**src/rtl/register_strobe_sequencer_pkg.sv**
```systemverilog
// Shared encodings for the register strobe sequencer: opcodes, ALU ops,
// the T-state enum and the packed strobe bundle.
package cpu_pkg;

  localparam logic [4:0] OP_LD   = 5'h00;
  localparam logic [4:0] OP_LDI  = 5'h01;
  localparam logic [4:0] OP_ST   = 5'h02;
  localparam logic [4:0] OP_ADD  = 5'h03;
  localparam logic [4:0] OP_SUB  = 5'h04;
  localparam logic [4:0] OP_AND  = 5'h05;
  localparam logic [4:0] OP_OR   = 5'h06;
  localparam logic [4:0] OP_ADDI = 5'h0C;
  localparam logic [4:0] OP_ANDI = 5'h0D;
  localparam logic [4:0] OP_ORI  = 5'h0E;
  localparam logic [4:0] OP_NOP  = 5'h1A;
  localparam logic [4:0] OP_HALT = 5'h1B;

  localparam logic [3:0] ALU_ADD = 4'd0;
  localparam logic [3:0] ALU_SUB = 4'd1;
  localparam logic [3:0] ALU_AND = 4'd2;
  localparam logic [3:0] ALU_OR  = 4'd3;

  typedef enum logic [3:0] {
    S_IDLE, S_T0, S_T1, S_T2, S_T3, S_T4, S_T5, S_T6, S_T7, S_HALTED
  } state_t;

  typedef struct packed {
    logic Gra;
    logic Grb;
    logic Grc;
    logic Rin;
    logic Rout;
    logic BAout;
    logic PCout;
    logic PCin;
    logic IncPC;
    logic MARin;
    logic MDRin;
    logic MDRout;
    logic IRin;
    logic Yin;
    logic Zin;
    logic Zlowout;
    logic Cout;
    logic Read;
    logic Write;
  } strobe_t;

  // ALU operation implied by an opcode; address arithmetic uses ADD
  function automatic logic [3:0] alu_for(input logic [4:0] op);
    case (op)
      OP_SUB:          return ALU_SUB;
      OP_AND, OP_ANDI: return ALU_AND;
      OP_OR,  OP_ORI:  return ALU_OR;
      default:         return ALU_ADD;
    endcase
  endfunction

  // True for every opcode the sequencer knows how to run
  function automatic logic op_listed(input logic [4:0] op);
    case (op)
      OP_LD, OP_LDI, OP_ST, OP_ADD, OP_SUB, OP_AND, OP_OR,
      OP_ADDI, OP_ANDI, OP_ORI, OP_NOP, OP_HALT: return 1'b1;
      default:                                   return 1'b0;
    endcase
  endfunction

endpackage

```
**src/rtl/register_strobe_sequencer_if.sv**
```systemverilog
// Bus between the sequencer (master: drives strobes) and the
// IR / memory / datapath side (slave: drives run, ir, mem_ready).
interface register_strobe_sequencer_if;
  logic        run;
  logic [31:0] ir;
  logic        mem_ready;
  logic        Gra, Grb, Grc;
  logic        Rin, Rout, BAout;
  logic        PCout, PCin, IncPC;
  logic        MARin, MDRin, MDRout, IRin;
  logic        Yin, Zin, Zlowout, Cout;
  logic        Read, Write;
  logic [3:0]  alu_op;
  logic        halted, illegal;

  modport master (
    input  run, ir, mem_ready,
    output Gra, Grb, Grc, Rin, Rout, BAout, PCout, PCin, IncPC,
           MARin, MDRin, MDRout, IRin, Yin, Zin, Zlowout, Cout,
           Read, Write, alu_op, halted, illegal
  );

  modport slave (
    output run, ir, mem_ready,
    input  Gra, Grb, Grc, Rin, Rout, BAout, PCout, PCin, IncPC,
           MARin, MDRin, MDRout, IRin, Yin, Zin, Zlowout, Cout,
           Read, Write, alu_op, halted, illegal
  );
endinterface

```
**src/rtl/register_strobe_sequencer_strobe_decode.sv**
```systemverilog
// Combinational map from (next T-state, opcode) to the strobe bundle and
// alu_op. alu_op is only non-ADD in T4, where the ALU actually operates.
module strobe_decode
  import cpu_pkg::*;
(
  input  state_t     nxt_state,
  input  logic [4:0] op,
  output strobe_t    stb,
  output logic [3:0] alu_op
);

  logic is_rr, is_imm, is_ldi, is_ld, is_st, is_mem;

  assign is_rr  = (op == OP_ADD) | (op == OP_SUB) | (op == OP_AND) | (op == OP_OR);
  assign is_imm = (op == OP_ADDI) | (op == OP_ANDI) | (op == OP_ORI);
  assign is_ldi = (op == OP_LDI);
  assign is_ld  = (op == OP_LD);
  assign is_st  = (op == OP_ST);
  assign is_mem = is_ld | is_st;

  // Strobe pattern for each T-state of each instruction class
  always_comb begin
    stb    = '0;
    alu_op = ALU_ADD;
    case (nxt_state)
      S_T0: begin
        stb.PCout = 1'b1; stb.MARin = 1'b1; stb.IncPC = 1'b1; stb.Zin = 1'b1;
      end
      S_T1: begin
        stb.Zlowout = 1'b1; stb.PCin = 1'b1; stb.Read = 1'b1; stb.MDRin = 1'b1;
      end
      S_T2: begin
        stb.MDRout = 1'b1; stb.IRin = 1'b1;
      end
      S_T3: begin
        if (is_rr || is_imm) begin
          stb.Grb = 1'b1; stb.Rout = 1'b1; stb.Yin = 1'b1;
        end else if (is_ldi || is_mem) begin
          stb.Grb = 1'b1; stb.BAout = 1'b1; stb.Yin = 1'b1;
        end
      end
      S_T4: begin
        if (is_rr) begin
          stb.Grc = 1'b1; stb.Rout = 1'b1; stb.Zin = 1'b1;
          alu_op  = alu_for(op);
        end else if (is_imm || is_ldi || is_mem) begin
          stb.Cout = 1'b1; stb.Zin = 1'b1;
          alu_op   = alu_for(op);
        end
      end
      S_T5: begin
        if (is_rr || is_imm || is_ldi) begin
          stb.Zlowout = 1'b1; stb.Gra = 1'b1; stb.Rin = 1'b1;
        end else if (is_mem) begin
          stb.Zlowout = 1'b1; stb.MARin = 1'b1;
        end
      end
      S_T6: begin
        if (is_ld) begin
          stb.Read = 1'b1; stb.MDRin = 1'b1;
        end else if (is_st) begin
          stb.Gra = 1'b1; stb.Rout = 1'b1; stb.MDRin = 1'b1;
        end
      end
      S_T7: begin
        if (is_ld) begin
          stb.MDRout = 1'b1; stb.Gra = 1'b1; stb.Rin = 1'b1;
        end else if (is_st) begin
          stb.Write = 1'b1;
        end
      end
      default: ;
    endcase
  end

endmodule

```
**src/rtl/register_strobe_sequencer.sv**
```systemverilog
// Control-unit sequencer: fetch (T0-T2) and execute (T3-T7) T-states,
// with memory stalls in T1, T6 (LD) and T7 (ST). All outputs are flops
// loaded from the decode of the next state.
// Build option: REGISTER_STROBE_SEQUENCER_ILLEGAL_TRAP_EN makes an unlisted
// opcode halt with illegal=1; otherwise it runs as a NOP.
module register_strobe_sequencer
  import cpu_pkg::*;
(
  input  logic                       clock,
  input  logic                       clear_n,
  register_strobe_sequencer_if.master bus
);

  state_t     state, nxt;
  logic [4:0] op_q, op_dec;
  strobe_t    stb_d, stb_q;
  logic [3:0] alu_d, alu_q;
  logic       halted_q;
  logic       listed, trap, nop_like, fin_run;
  state_t     fin;
  logic       unused_ir;

  assign unused_ir = ^bus.ir[26:0];

  // The opcode is taken live from ir while leaving T2, latched afterwards
  assign op_dec  = (state == S_T2) ? bus.ir[31:27] : op_q;
  assign listed  = op_listed(op_dec);
`ifdef REGISTER_STROBE_SEQUENCER_ILLEGAL_TRAP_EN
  assign trap    = ~listed;
`else
  assign trap    = 1'b0;
`endif
  assign nop_like = (op_dec == OP_NOP) | (~listed & ~trap);
  assign fin_run  = bus.run;
  assign fin      = fin_run ? S_T0 : S_IDLE;

  // Next-state: fetch, per-class execute length, memory stalls
  always_comb begin
    nxt = state;
    case (state)
      S_IDLE: if (bus.run) nxt = S_T0;
      S_T0:   nxt = S_T1;
      S_T1:   if (bus.mem_ready) nxt = S_T2;
      S_T2: begin
        if (op_dec == OP_HALT || trap) nxt = S_HALTED;
        else if (nop_like)             nxt = fin;
        else                           nxt = S_T3;
      end
      S_T3:   nxt = S_T4;
      S_T4:   nxt = S_T5;
      S_T5:   nxt = (op_q == OP_LD || op_q == OP_ST) ? S_T6 : fin;
      S_T6: begin
        if (op_q == OP_LD) begin
          if (bus.mem_ready) nxt = S_T7;
        end else begin
          nxt = S_T7;
        end
      end
      S_T7: begin
        if (op_q == OP_ST) begin
          if (bus.mem_ready) nxt = fin;
        end else begin
          nxt = fin;
        end
      end
      S_HALTED: nxt = S_HALTED;
      default:  nxt = S_IDLE;
    endcase
  end

  strobe_decode u_decode (
    .nxt_state (nxt),
    .op        (op_dec),
    .stb       (stb_d),
    .alu_op    (alu_d)
  );

  // State, opcode latch and registered strobes
  always_ff @(posedge clock or negedge clear_n) begin
    if (!clear_n) begin
      state    <= S_IDLE;
      op_q     <= '0;
      stb_q    <= '0;
      alu_q    <= ALU_ADD;
      halted_q <= 1'b0;
    end else begin
      state    <= nxt;
      stb_q    <= stb_d;
      alu_q    <= alu_d;
      halted_q <= (nxt == S_HALTED);
      if (state == S_T2) op_q <= bus.ir[31:27];
    end
  end

`ifdef REGISTER_STROBE_SEQUENCER_ILLEGAL_TRAP_EN
  logic illegal_q;

  // Sticky flag set when an unlisted opcode halts the sequencer
  always_ff @(posedge clock or negedge clear_n) begin
    if (!clear_n)                   illegal_q <= 1'b0;
    else if (state == S_T2 && trap) illegal_q <= 1'b1;
  end

  assign bus.illegal = illegal_q;
`else
  assign bus.illegal = 1'b0;
`endif

  assign bus.Gra     = stb_q.Gra;
  assign bus.Grb     = stb_q.Grb;
  assign bus.Grc     = stb_q.Grc;
  assign bus.Rin     = stb_q.Rin;
  assign bus.Rout    = stb_q.Rout;
  assign bus.BAout   = stb_q.BAout;
  assign bus.PCout   = stb_q.PCout;
  assign bus.PCin    = stb_q.PCin;
  assign bus.IncPC   = stb_q.IncPC;
  assign bus.MARin   = stb_q.MARin;
  assign bus.MDRin   = stb_q.MDRin;
  assign bus.MDRout  = stb_q.MDRout;
  assign bus.IRin    = stb_q.IRin;
  assign bus.Yin     = stb_q.Yin;
  assign bus.Zin     = stb_q.Zin;
  assign bus.Zlowout = stb_q.Zlowout;
  assign bus.Cout    = stb_q.Cout;
  assign bus.Read    = stb_q.Read;
  assign bus.Write   = stb_q.Write;
  assign bus.alu_op  = alu_q;
  assign bus.halted  = halted_q;

endmodule

```
**src/flat_wrapper.sv**
```systemverilog
// flat-port wrapper written by rule: the top's interface ports become plain ports
module register_strobe_sequencer_flat import cpu_pkg::*;
  (clock, clear_n, bus_run, bus_ir, bus_mem_ready, bus_Gra, bus_Grb, bus_Grc, bus_Rin, bus_Rout, bus_BAout, bus_PCout, bus_PCin, bus_IncPC, bus_MARin, bus_MDRin, bus_MDRout, bus_IRin, bus_Yin, bus_Zin, bus_Zlowout, bus_Cout, bus_Read, bus_Write, bus_alu_op, bus_halted, bus_illegal);
  register_strobe_sequencer_if bus_i ();
  input  logic clock;
  input  logic clear_n;
  input wire logic [$bits(bus_i.run)-1:0] bus_run;
  input wire logic [$bits(bus_i.ir)-1:0] bus_ir;
  input wire logic [$bits(bus_i.mem_ready)-1:0] bus_mem_ready;
  output wire logic [$bits(bus_i.Gra)-1:0] bus_Gra;
  output wire logic [$bits(bus_i.Grb)-1:0] bus_Grb;
  output wire logic [$bits(bus_i.Grc)-1:0] bus_Grc;
  output wire logic [$bits(bus_i.Rin)-1:0] bus_Rin;
  output wire logic [$bits(bus_i.Rout)-1:0] bus_Rout;
  output wire logic [$bits(bus_i.BAout)-1:0] bus_BAout;
  output wire logic [$bits(bus_i.PCout)-1:0] bus_PCout;
  output wire logic [$bits(bus_i.PCin)-1:0] bus_PCin;
  output wire logic [$bits(bus_i.IncPC)-1:0] bus_IncPC;
  output wire logic [$bits(bus_i.MARin)-1:0] bus_MARin;
  output wire logic [$bits(bus_i.MDRin)-1:0] bus_MDRin;
  output wire logic [$bits(bus_i.MDRout)-1:0] bus_MDRout;
  output wire logic [$bits(bus_i.IRin)-1:0] bus_IRin;
  output wire logic [$bits(bus_i.Yin)-1:0] bus_Yin;
  output wire logic [$bits(bus_i.Zin)-1:0] bus_Zin;
  output wire logic [$bits(bus_i.Zlowout)-1:0] bus_Zlowout;
  output wire logic [$bits(bus_i.Cout)-1:0] bus_Cout;
  output wire logic [$bits(bus_i.Read)-1:0] bus_Read;
  output wire logic [$bits(bus_i.Write)-1:0] bus_Write;
  output wire logic [$bits(bus_i.alu_op)-1:0] bus_alu_op;
  output wire logic [$bits(bus_i.halted)-1:0] bus_halted;
  output wire logic [$bits(bus_i.illegal)-1:0] bus_illegal;
  assign bus_i.run = bus_run;
  assign bus_i.ir = bus_ir;
  assign bus_i.mem_ready = bus_mem_ready;
  assign bus_Gra = bus_i.Gra;
  assign bus_Grb = bus_i.Grb;
  assign bus_Grc = bus_i.Grc;
  assign bus_Rin = bus_i.Rin;
  assign bus_Rout = bus_i.Rout;
  assign bus_BAout = bus_i.BAout;
  assign bus_PCout = bus_i.PCout;
  assign bus_PCin = bus_i.PCin;
  assign bus_IncPC = bus_i.IncPC;
  assign bus_MARin = bus_i.MARin;
  assign bus_MDRin = bus_i.MDRin;
  assign bus_MDRout = bus_i.MDRout;
  assign bus_IRin = bus_i.IRin;
  assign bus_Yin = bus_i.Yin;
  assign bus_Zin = bus_i.Zin;
  assign bus_Zlowout = bus_i.Zlowout;
  assign bus_Cout = bus_i.Cout;
  assign bus_Read = bus_i.Read;
  assign bus_Write = bus_i.Write;
  assign bus_alu_op = bus_i.alu_op;
  assign bus_halted = bus_i.halted;
  assign bus_illegal = bus_i.illegal;
  register_strobe_sequencer u_core (.clock(clock), .clear_n(clear_n), .bus(bus_i));
endmodule
```
**config.mk**
```make
export PLATFORM = sky130hd
export DESIGN_NAME = register_strobe_sequencer_flat
export DESIGN_NICKNAME = d
export VERILOG_FILES = /design/src/rtl/register_strobe_sequencer_pkg.sv /design/src/rtl/register_strobe_sequencer_if.sv /design/src/rtl/register_strobe_sequencer_strobe_decode.sv /design/src/rtl/register_strobe_sequencer.sv /design/src/flat_wrapper.sv
export SDC_FILE = /design/constraint.sdc
export NUM_CORES = 1
export LEC_CHECK = 0
export BUFFER_PORTS_ARGS = -buffer_cell sky130_fd_sc_hd__buf_2
export CORE_ASPECT_RATIO = 2
export CORE_MARGIN = 8
export CORE_UTILIZATION = 25
export DETAILED_ROUTE_END_ITERATION = 12
export GPL_ROUTABILITY_DRIVEN = 1
export GPL_TIMING_DRIVEN = 0
export HOLD_SLACK_MARGIN = 0.1
export SKIP_LAST_GASP = 1
export SYNTH_ARGS = -nofsm -noshare
export SYNTH_HDL_FRONTEND = slang
export SYNTH_HIERARCHICAL = 1
export SYNTH_SLANG_ARGS = --single-unit
```
**constraint.sdc**
```tcl
create_clock -name clock -period 2.82 [get_ports clock]
set_clock_uncertainty 0.1 [all_clocks]
set_input_delay 0.141 -clock clock [delete_from_list [all_inputs] [get_ports clock]]
set_output_delay 0.141 -clock clock [all_outputs]
set_load 0.03 [all_outputs]
```
Word-level counts from Yosys, hierarchy flattened
Memory sizes are Yosys's and may differ from the RTL's.
Index checks and enable logic that the tools add are counted.
Widths: inputs -> output; s select.
Storage, ports and cells
  memory bits (writable): 0
  bits in registers: 31
  logic and storage cells: 120
  output and inout bits: 25
  bits of input ports: 36
  bits in latches: 0
  bits in read-only memories: 32
  memories: 1
Memories
  (no name shown): words 32, width 1, rd ports 1, clocked after memory_dff 0, wr ports 0, line register_strobe_sequencer_pkg.sv:61  | case (op)
Cells by class
  shift-type cells: 0
  mux-type cells: 49
  div/mod/pow operators: 0
  reduce and logical (&&, ||, !) cells: 11
  bitwise logic cells: 8
  eq/ne operators: 30
  multiply operators: 0
  order comparisons: 0
  add/subtract/negate cells: 0
Operator list (number)
  $mux 4: 12
  $pmux 4 s10: 1
  $eq 4x3->1 const B: 8
  $mux 1: 25
  $eq 4x2->1 const B: 4
  $eq 4x4->1 const B: 4
  $eq 5x2->1 const B: 3
  $eq 5x3->1 const B: 3
  $eq 5x4->1 const B: 3
  $pmux 1 s2: 7
  $eq 5x5->1 const B: 2
  $logic_not 5->1: 2
  $eq 4x1->1 const B: 2
  $or 1x1->1: 7
  $logic_or 1x1->1: 6
  $pmux 1 s3: 2
  $pmux 2 s3: 1
  $eq 5x1->1 const B: 1
  $mux 5: 1
  $logic_not 4->1: 1
  $reduce_or 2->1: 2
  $not 1->1: 1

Depth between registers and ports, before layout
  depth after elaboration: 10
  depth in mapped cells: 10
  mapped depth without buffers: 8

Modules after synthesis
The synthesis kept the hierarchy.
Modules (own cells, without submodules)
  register_strobe_sequencer: cells each 83, area each 1178.6 µm², seq. area each 825.8 µm², instances 1
  strobe_decode: cells each 57, area each 351.6 µm², seq. area each 0.0 µm², instances 1

Worst setup path after synthesis
No wires, ideal clock.
  kind: reg2reg
  start: register u_core.op_q[0]
  end: register u_core.alu_q[0] (netlist: u_core/bus.alu_op[0])
  cell stages (with the launch flop): 9
  data arrival time: 2636 ps
  path slack: -3 ps
  cell sequence: dfrtp_1 -> or4_4 -> nor2_4 -> a21oi_1 -> a311o_1 -> or3b_1 -> or3b_4 -> or2_4 -> a211oi_2
Between the ends
  elaborated cells on any way between the ends: 40
RTL lines
  start: declaration: line register_strobe_sequencer.sv:15  | logic [4:0] op_q, op_dec;
  start signal: assignment: line register_strobe_sequencer.sv:91  | if (state == S_T2) op_q <= bus.ir[31:27];
  $mux 5: line register_strobe_sequencer.sv:26  | assign op_dec = (state == S_T2) ? bus.ir[31:27] : op_q;
  $eq 5x5->1: line register_strobe_sequencer.sv:45  | if (op_dec == OP_HALT || trap) nxt = S_HALTED;
  $mux 4: line register_strobe_sequencer.sv:45
  $pmux 4 s10 *: line register_strobe_sequencer.sv:40  | case (state)
  via u_core.nxt[3]: line register_strobe_sequencer.sv:14  | state_t state, nxt;
  $eq 4x3->1 *: line register_strobe_sequencer_strobe_decode.sv:25  | case (nxt_state)
  $mux 4 *: line register_strobe_sequencer_strobe_decode.sv:25
  via u_core.alu_d[0]: line register_strobe_sequencer.sv:17  | logic [3:0] alu_d, alu_q;
  end signal: assignment: line register_strobe_sequencer.sv:89  | alu_q <= alu_d;
  end: declaration: line register_strobe_sequencer.sv:17
Mark *: on every way through the listed nets, which the timed path passes. The rest lies on a longest branch.

Worst setup path after layout
  start: register u_core.state[1]
  end: register u_core.alu_q[0] (netlist: u_core/bus.alu_op[0])
Between the ends
  elaborated cells on any way between the ends: 50
RTL lines
  start: declaration: line register_strobe_sequencer.sv:14
  start signal: assignment: line register_strobe_sequencer.sv:87  | state <= nxt;
  $eq 4x2->1: line register_strobe_sequencer.sv:26, register_strobe_sequencer.sv:40
  $mux 5: line register_strobe_sequencer.sv:26
  $eq 5x5->1: line register_strobe_sequencer.sv:45
  $mux 4: line register_strobe_sequencer.sv:45
  $pmux 4 s10 *: line register_strobe_sequencer.sv:40
  via u_core.nxt[3]: line register_strobe_sequencer.sv:14
  $eq 4x3->1 *: line register_strobe_sequencer_strobe_decode.sv:25
  $mux 4 *: line register_strobe_sequencer_strobe_decode.sv:25
  via u_core.alu_d[0]: line register_strobe_sequencer.sv:17
Marks and branches as above.

==> metrics.txt <==
Worst Hold Class in2reg; Synth Area in Compound Gates 11.1%; wire length per cell 15.8 µm; Tightest Pin Transition 0.715 ns; Post-Synthesis Cells 140; synth top area cells dfrtp_1 54%, buf_4 2.9%, mux2_2 2.9%, nor2_1 2.9%, o21ai_0 2.6%; CP max FO 7; DRT Wirelength 3.99 mm; Avg Cell Area, Syn 10.9 µm²; worst setup margin -0.0169 ns; Yosys top cell by area dfrtp_1; First DRT Iteration DRCs 16; launching element type of the critical path flop; RSZ-0062 raised after global routing true; Worst setup EP type flop; antenna cells 0; crit path DAT 2.93 ns; Cell variety after synth 48; TritonCTS clock tree done; post-layout net count 225; share of the synthesized area in the top cell type 54.0%; max FFs per register 5; grt total ovfl 0; Rel. slew slack 52.3%; area delta synth->final 36.4%; critical path class reg2reg; root buffer cell clkbuf_16; core area 5960 µm²; clk sinks 33; sequential-to-total area share from yosys stat 54.0%; final core occ 35.0%; Req. time, crit path 2.91 ns; largest register by flop count u_core/op_q; Max Cap Viol 0; share of layout cells above drive strength 1 42.1%; xor/xnor share of the synthesized area 1.14%; num ports 61; violations in the final reports negative setup slack; final hold vios 0; Post-Synthesis Cell Area 1530 µm²; FMAX 353 MHz; number of flops mapped to enable cells by yosys 0; setup slack at placement -0.263 ns; via count 1,231; Synth top cells by count 33 x dfrtp_1, 12 x nor2_1, 9 x nand2_1; DRC viols 0; ys flop type dfrtp_1; HPWL after detailed placement 2.94 mm; status finished with violations; final instance area 2090 µm²; Final ANT Viol Nets 0; placed cell area 1770 µm²; crit path time final 2.84 ns; initial antenna violation count 0; Num CTS Buffers 5; Slew Limit Fails 0; Die ar. 9030 µm²; drt first pass iters 4; site row count 40; P_leak 1.01 nW; clk_lat worst skew 0.27 ns; via/cell ratio 4.87; setup TNS -0.0169 ns; FF+latch count, synth 33; post-synthesis simple-gate area fraction 21.8%; largest family of logic cells by synthesized area simple AND/OR/NAND/NOR gates; most common cell in the netlist dfrtp_1; Die H 127 µm; worst-case clock buffer depth 2; Peak VDD IR 453 µV; period utilization 101%; GPL Wtd Cong 0.852; largest net degree at the start of global routing 34; PwrDens 1190 nW/µm²; Post-Synth Adder-Cell Area 0%; effective utilization at floorplan 25.7%; port bufs 32; Tot GR Track Use 9.40%; register clock-pin slew on the reported worst setup and hold paths 0.05 ns; number of global-route vias before repair 1,344; H-tree levels 2; first-pass GRT wire length 6.58 mm; final setup fails 1; ys async rst share 100%; mux contribution to synthesized area 4.25%; synth warn 6; die width 71.3 µm
==> power breakdown <==
part / total [mW] / internal, mW / switching, mW
logic: 1.22 / 0.442 / 0.775
clock network: 0.621 / 0.441 / 0.180
registers: 0.648 / 0.605 / 0.0435
total: 2.49 / 1.49 / 0.999
==> area by class of cell <==
cell class | count | area, µm²
Buffer | 10 | 83.8
Fill cell | 593 | 3870
Sequential cell | 33 | 826
Multi-Input combinational cell | 91 | 669
Clock inverter | 1 | 30.0
Inverter | 7 | 26.3
Tap cell | 63 | 78.8
Timing Repair Buffer | 41 | 230
Clock buffer | 7 | 143
==> repair_timing <==
item / in CTS / in global routing
hold buffers: 1 / 0
setup buffers: 6 / 2
gates resized for setup: 6 / 10
hold endpoints to repair: 33 / 0
pin swaps: 9 / 7
endpoints found under the setup margin: 10 / 10
==> stage by stage <==
step / hold WS [ns] / power (mW) / cells
3_3_place_gp: 0.129 / 1.72 / 236
6_report: 0.170 / 2.49 / 253
3_5_place_dp: 0.140 / 1.73 / 236
2_1_floorplan: -0.255 / 1.45 / 141
5_1_grt: 0.186 / 2.65 / 253
4_1_cts: 0.153 / 2.43 / 251
==> cells in the final DEF, fill, tap and decap left out, types with 2 or more instances in the layout <==
cell type  count
dfrtp_1       33
buf_2         32
buf_4         14
nor2_1        12
nand2_1        9
inv_1          7
clkbuf_16      5
o21ai_0        5
mux2_2         4
nand3_1        4
buf_6          3
a21oi_1        3
conb_1         3
nand2b_1       2
mux2i_1        2
nand4b_1       2
and2_1         2
o21ai_1        2
nand4_1        2
or3_1          2
xnor2_1        2
==> critical path: stages (launching register included) <==
cell	delay (ns)
dfrtp_1	0.37
buf_6	0.13
and4b_1	0.19
a32o_1	0.26
and3_4	0.18
a311o_1	0.35
or3b_1	0.40
or3b_4	0.40
or2_4	0.25
a211oi_2	0.13
==> cells by family (layout without fill, tap and decap cells) <==
logic type | count (synthesis) | in the layout
AO/OA/AOI/OAI | 24 | 24
flip-flops | 33 | 33
XOR/XNOR | 2 | 2
AND/OR/NAND/NOR | 56 | 56
multiplexers | 6 | 6
other | 2 | 3
buffers and inverters | 17 | 66
==> routing by layer <==
metal  routed length [µm]  vias to the layer above  global-route usage (%)  share of wire (%)
met1                 1280                      607                    7.75                 32
met2                 2460                       28                    18.8                 62
li1                     -                      582                       -                  -
met5                    0                        -                       0                  0
met3                   85                       14                    1.42                2.1
met4                  164                        0                    6.67                4.1
==> final timing paths <==
path / slack (ns) / cells past startpoint / from / end
setup / recovery: -0.02 / 9 / u_core/state[1]$_DFF_PN0_ / u_core/bus.alu_op[0]$_DFF_PN0_
hold / removal: 0.17 / 2 / bus_ir[29] / u_core/op_q[2]$_DFF_PN0_
setup reg to reg: -0.02 / 9 / u_core/state[1]$_DFF_PN0_ / u_core/bus.alu_op[0]$_DFF_PN0_
hold reg to reg: 0.55 / 1 / u_core/op_q[2]$_DFF_PN0_ / u_core/op_q[2]$_DFF_PN0_
max in group asynchronous: 1.79 / 2 / clear_n / u_core/bus.Grc$_DFF_PN0_
min in group asynchronous: 0.36 / 2 / clear_n / u_core/bus.IncPC$_DFF_PN0_
(Power assumes the default switching activity.)
